[config.mk]
export PLATFORM = sky130hd
export DESIGN_NAME = serial_regfile
export DESIGN_NICKNAME = d
export VERILOG_FILES = /design/src/rtl/serial_regfile_pkg.sv /design/src/rtl/serial_seq.sv /design/src/rtl/serial_regfile.sv
export SDC_FILE = /design/constraint.sdc
export NUM_CORES = 1
export LEC_CHECK = 0
export CAP_MARGIN = 15
export CORE_UTILIZATION = 31
export DETAILED_ROUTE_END_ITERATION = 6
export GPL_ROUTABILITY_DRIVEN = 1
export PLACE_DENSITY = 0.44
export SLEW_MARGIN = 20
export SYNTH_ARGS = -nofsm -noshare
export SYNTH_HDL_FRONTEND = slang
export SYNTH_SLANG_ARGS = --single-unit
[constraint.sdc]
create_clock -name clk -period 17.9 [get_ports clk]
set_clock_uncertainty 0.2 [all_clocks]
set_input_delay 1.79 -clock clk [delete_from_list [all_inputs] [get_ports clk]]
set_output_delay 1.79 -clock clk [all_outputs]
set_load 0.05 [all_outputs]
[src/rtl/serial_regfile_pkg.sv]
// Shared types and default sizing for the digit-serial register file.
package serial_regfile_pkg;

  localparam int unsigned DefXlen  = 32;
  localparam int unsigned DefDigit = 2;
  localparam int unsigned DefNregs = 16;

  typedef enum logic {
    StIdle,
    StShift
  } state_e;

endpackage

[src/rtl/serial_seq.sv]
// Pass sequencer: IDLE/SHIFT FSM, digit counter, busy/done and the per-cycle step enable.
module serial_seq
  import serial_regfile_pkg::*;
#(
  parameter int unsigned NDIGITS = DefXlen / DefDigit,
  parameter int unsigned IdxW    = (NDIGITS > 1) ? $clog2(NDIGITS) : 1
) (
  input  logic            clk,
  input  logic            rst,
  input  logic            start,
  input  logic            hold,
  output logic            busy,
  output logic            done,
  output logic            step,
  output logic            accept,
  output logic [IdxW-1:0] digit_idx
);

  localparam logic [IdxW-1:0] LastIdx = IdxW'(NDIGITS - 1);

  state_e          state_q, state_d;
  logic [IdxW-1:0] idx_q, idx_d;
  logic            done_q, done_d;

  always_ff @(posedge clk or posedge rst) begin
    if (rst) begin
      state_q <= StIdle;
      idx_q   <= '0;
      done_q  <= 1'b0;
    end else begin
      state_q <= state_d;
      idx_q   <= idx_d;
      done_q  <= done_d;
    end
  end

  // hold freezes everything, including acceptance of a new pass
  always_comb begin
    state_d = state_q;
    idx_d   = idx_q;
    done_d  = 1'b0;
    unique case (state_q)
      StIdle: begin
        if (start && !hold) state_d = StShift;
      end
      StShift: begin
        if (!hold) begin
          if (idx_q == LastIdx) begin
            state_d = StIdle;
            idx_d   = '0;
            done_d  = 1'b1;
          end else begin
            idx_d = idx_q + 1'b1;
          end
        end
      end
      default: state_d = StIdle;
    endcase
  end

  always_comb begin
    busy      = (state_q == StShift);
    step      = busy && !hold;
    accept    = (state_q == StIdle) && start && !hold;
    done      = done_q;
    digit_idx = busy ? idx_q : '0;
  end

endmodule

[src/rtl/serial_regfile.sv]
// Digit-serial register file: every register rotates right by DIGIT bits per shift cycle.
// Optional parallel access port enabled by defining SERIAL_REGFILE_PAR_EN.
module serial_regfile
  import serial_regfile_pkg::*;
#(
  parameter int unsigned XLEN  = DefXlen,
  parameter int unsigned DIGIT = DefDigit,
  parameter int unsigned NREGS = DefNregs,
  localparam int unsigned SelW    = $clog2(NREGS),
  localparam int unsigned NDIGITS = XLEN / DIGIT,
  localparam int unsigned IdxW    = (NDIGITS > 1) ? $clog2(NDIGITS) : 1
) (
  input  logic             clk,
  input  logic             rst,
  input  logic             start,
  input  logic             hold,
  input  logic [SelW-1:0]  rs1,
  input  logic [SelW-1:0]  rs2,
  input  logic [SelW-1:0]  rd,
  input  logic             wr_en,
  input  logic [DIGIT-1:0] wr_digit,
  output logic [DIGIT-1:0] rd_digit1,
  output logic [DIGIT-1:0] rd_digit2,
  output logic             busy,
  output logic             done,
  output logic [IdxW-1:0]  digit_idx
`ifdef SERIAL_REGFILE_PAR_EN
  ,
  input  logic [SelW-1:0]  par_sel,
  input  logic             par_we,
  input  logic [XLEN-1:0]  par_wdata,
  output logic [XLEN-1:0]  par_rdata
`endif
);

  if ((XLEN % DIGIT) != 0 || (DIGIT != 1 && DIGIT != 2 && DIGIT != 4 && DIGIT != 8))
  begin : g_bad_digit
    $error("serial_regfile: DIGIT must be 1/2/4/8 and divide XLEN");
  end
  if (NREGS < 2 || NREGS > 32 || (NREGS & (NREGS - 1)) != 0) begin : g_bad_nregs
    $error("serial_regfile: NREGS must be a power of two in 2..32");
  end

  logic            step, accept;
  logic [SelW-1:0] rs1_q, rs2_q, rd_q;
  logic            wr_en_q;
  logic [XLEN-1:0] regs_q [NREGS];
  logic [XLEN-1:0] regs_d [NREGS];

  serial_seq #(
    .NDIGITS (NDIGITS),
    .IdxW    (IdxW)
  ) u_seq (
    .clk       (clk),
    .rst       (rst),
    .start     (start),
    .hold      (hold),
    .busy      (busy),
    .done      (done),
    .step      (step),
    .accept    (accept),
    .digit_idx (digit_idx)
  );

  always_ff @(posedge clk or posedge rst) begin
    if (rst) begin
      rs1_q   <= '0;
      rs2_q   <= '0;
      rd_q    <= '0;
      wr_en_q <= 1'b0;
    end else if (accept) begin
      rs1_q   <= rs1;
      rs2_q   <= rs2;
      rd_q    <= rd;
      wr_en_q <= wr_en;
    end
  end

  // x0 is never loaded, so it stays at its reset value of zero
  always_comb begin
    for (int i = 0; i < NREGS; i++) regs_d[i] = regs_q[i];
    regs_d[0] = '0;
    if (step) begin
      for (int i = 1; i < NREGS; i++) begin
        if (wr_en_q && rd_q == SelW'(i)) begin
          regs_d[i] = {wr_digit, regs_q[i][XLEN-1:DIGIT]};
        end else begin
          regs_d[i] = {regs_q[i][DIGIT-1:0], regs_q[i][XLEN-1:DIGIT]};
        end
      end
    end
`ifdef SERIAL_REGFILE_PAR_EN
    if (!busy && !hold && par_we && par_sel != '0) regs_d[par_sel] = par_wdata;
`endif
  end

  always_ff @(posedge clk or posedge rst) begin
    if (rst) begin
      for (int i = 0; i < NREGS; i++) regs_q[i] <= '0;
    end else begin
      for (int i = 0; i < NREGS; i++) regs_q[i] <= regs_d[i];
    end
  end

  always_comb begin
    rd_digit1 = busy ? regs_q[rs1_q][DIGIT-1:0] : '0;
    rd_digit2 = busy ? regs_q[rs2_q][DIGIT-1:0] : '0;
  end

`ifdef SERIAL_REGFILE_PAR_EN
  assign par_rdata = regs_q[par_sel];
`endif

endmodule

==> results_dict.tcl <==
set metrics [dict create \
    start_util_pct 31.31 \
    worst_path_max_delay_cell "buf_4" \
    first_pass_iters 4 \
    vias 13260 \
    ctsLongestPathBuffers 3 \
    synthArstFlopShare_pct 100.0 \
    grtUsageTotal_pct 13.07 \
    clock-sinks 499 \
    grt_pass1_wl_um 69460 \
    ctsHoldBuffers 0 \
    area_delta_synth_final_pct 14.37 \
    stdcell_count 3044 \
    io_buffers 28 \
    post-route-util_pct 35.81 \
    synth_cells 2174 \
    place_area_mm2 0.02056 \
    leakage_uw 0.01231 \
    crit_top_cell "buf_4" \
    final_cell_area_mm2 0.02251 \
    antenna_found_initial 1 \
    drv_cap 0 \
    end_kind "flop" \
    remaining_drc_errors 0 \
    hold_viol_final 0 \
    synth_cell_types 36 \
    finalSetupTns_ns 0 \
    worst_pin_slew_ns 1.054 \
    clock_latency_ns 0.60 \
    gp_congestion 0.7358 \
    drive_gt1_share_pct 5.869 \
    dp_hpwl_um 22380 \
    ctsHtreeMaxLevel 2 \
    period_minus_slack_ns 5.624 \
    final_max_slew_viol_count 0 \
    synth_area_mm2 0.01968 \
    core_area_mm2 0.06285 \
    die_h_um 254.0 \
    die_w_um 254.0 \
    register_area_mm2 0.01249 \
    placed_cells 2944 \
    grt-ovfl-total 0 \
    dieArea_mm2 0.06450 \
    rsz0062_at_grt "no" \
    synth_top_area_share_pct 63.45 \
    max_freq_ghz 0.1778 \
    cts_tree "built" \
    grt_max_degree 215 \
    post_drt_via_cell_ratio 4.357 \
    synth_edf_count 0 \
    startpoint_type "input pin" \
    cts_resized 0 \
    multiInputGateArea_mm2 0.006591 \
    critPathKind "in2reg" \
    clkTransAtPathRegs_ns 0.06 \
    syn_area_per_cell_um2 9.053 \
    wl_per_cell_um 13.17 \
    antenna_cells 0 \
    cts_root_buf "clkbuf_16" \
    cts_setup_buffers 0 \
    grt_pass1_vias 13490 \
    ys.flop_type "dfrtp_1" \
    fin_crit_sh_pct 31.42 \
    hold_class "reg2reg" \
    worstPathRequired_ns 18.11 \
    crit_chain "clkdlybuf4s50_1 > nand2b_4 > buf_4 > buf_4 > buf_4 > o21ai_0" \
    syn_nets 2194 \
    slowest_delay_ns 0.91 \
    nets 2176 \
    num_rows 92 \
    synth.area.top_cells "dfrtp_1, nand2_1, buf_2" \
    num_io_pins 29 \
    outcome "finished, final reports clean" \
    final_antenna_net_count 0 \
    drt_iter0_markers 1080 \
    ys_ff_latch 499 \
    cp.arrival_ns 5.84 \
    n_fill_cell 6518 \
    yosysWarnings 0 \
    fin_total_pwr_uw 3296 \
    crit_path_max_fanout 109 \
    peakVddDrop_v 0.00007838 \
    numCtsBuffers 55 \
    p_per_area_mw_per_mm2 146.4 \
    wl_um 40100 \
    slew-limit-headroom_pct 29.76 \
    setup_viol 0 \
    yosysTopAreaCell "dfrtp_1" \
    ys_seq_area_share_pct 63.45 \
]
-- synth_stat cells, types with 2 or more instances --
cell / count
a21oi_1: 6
o2111ai_1: 2
nor2b_1: 3
dfrtp_1: 499
o31ai_1: 2
mux4_1: 3
and2_1: 5
nand3_1: 5
nor2_1: 14
or3_1: 3
clkbuf_1: 12
mux2_2: 17
o22ai_1: 2
mux4_2: 5
o21ai_1: 3
nand2_1: 1391
mux2i_1: 39
nand2b_1: 7
inv_1: 2
buf_2: 101
buf_6: 4
buf_4: 2
nand3b_1: 3
o21ai_0: 32
-- critical path, delay by kind of cell --
family | cells | cell delay, ns
buffers and inverters | 4 | 3.10
AND/OR/NAND/NOR | 1 | 0.55
AO/OA/AOI/OAI | 1 | 0.23
-- power by group --
| part | switching, uW | leakage [uW] | internal [uW] |
|---|---|---|---|
| registers | 168 | 0.00691 | 1340 |
| logic | 414 | 0.00446 | 178 |
| clock network | 457 | 0.000940 | 738 |
| total | 1040 | 0.0123 | 2260 |
-- cells by family after synthesis --
logic type,share of synthesized area (%)
AND/OR/NAND/NOR,27.91
buffers and inverters,3.140
multiplexers,3.986
flip-flops,63.45
XOR/XNOR,0.04451
adder cells (fa/ha/maj),0.06356
AO/OA/AOI/OAI,1.405
-- flip-flops by register name, indices dropped and copies added (netlist names) --
signal	cells
u_seq.done	1
regs_q	480
wr_en_q	1
rs1_q	4
rd_q	4
u_seq.idx_q	4
u_seq.busy	1
rs2_q	4
-- path summary, 6_finish.rpt --
kind / startpoint / endpoint / slack, ns / depth (start not counted)
setup / recovery: hold / regs_q[190]$_DFFE_PP0P_ / 12.28 / 6
hold / removal: regs_q[94]$_DFFE_PP0P_ / regs_q[92]$_DFFE_PP0P_ / 0.26 / 2
setup reg to reg: u_seq.busy$_DFF_PP0_ / regs_q[190]$_DFFE_PP0P_ / 13.49 / 5
hold reg to reg: regs_q[94]$_DFFE_PP0P_ / regs_q[92]$_DFFE_PP0P_ / 0.26 / 2
max in group asynchronous: rst / regs_q[350]$_DFFE_PP0P_ / 12.92 / 5
min in group asynchronous: rst / regs_q[178]$_DFFE_PP0P_ / 1.47 / 2
-- stage by stage --
step | hold WS [ns] | worst slack (ns)
3_5_place_dp | 0.2490 | 11.60
5_1_grt | 0.2685 | 11.90
4_1_cts | 0.2613 | 12.24
2_1_floorplan | 0.2386 | 1.979
3_3_place_gp | 0.2438 | 11.69
6_report | 0.2596 | 12.28
-- cell usage in the layout (no fill, tap or decap), types with 13 or more instances in the layout --
| master | n |
|---|---|
| nand2_1 | 1391 |
| dfrtp_1 | 499 |
| clkbuf_16 | 57 |
| mux2i_1 | 39 |
| o21ai_0 | 32 |
| clkdlybuf4s50_1 | 28 |
| mux2_2 | 17 |
| nor2_1 | 14 |
| buf_4 | 14 |
| clkbuf_1 | 13 |
-- layout make-up --
type / instances / area share [%]
Timing Repair Buffer: 44 / 1.923
Inverter: 2 / 0.06670
Clock buffer: 80 / 7.165
Multi-Input combinational cell: 1554 / 29.28
Clock inverter: 19 / 1.384
Tap cell: 846 / 4.703
Sequential cell: 499 / 55.48
-- per-layer routing --
layer,vias to the layer above,wire (um),global-route usage [%]
li1,6623,-,-
met1,6465,20480,18.81
met2,122,17630,20.06
met3,53,1285,2.520
met4,0,709,3.339
met5,-,0,0
(Power assumes the default switching activity.)
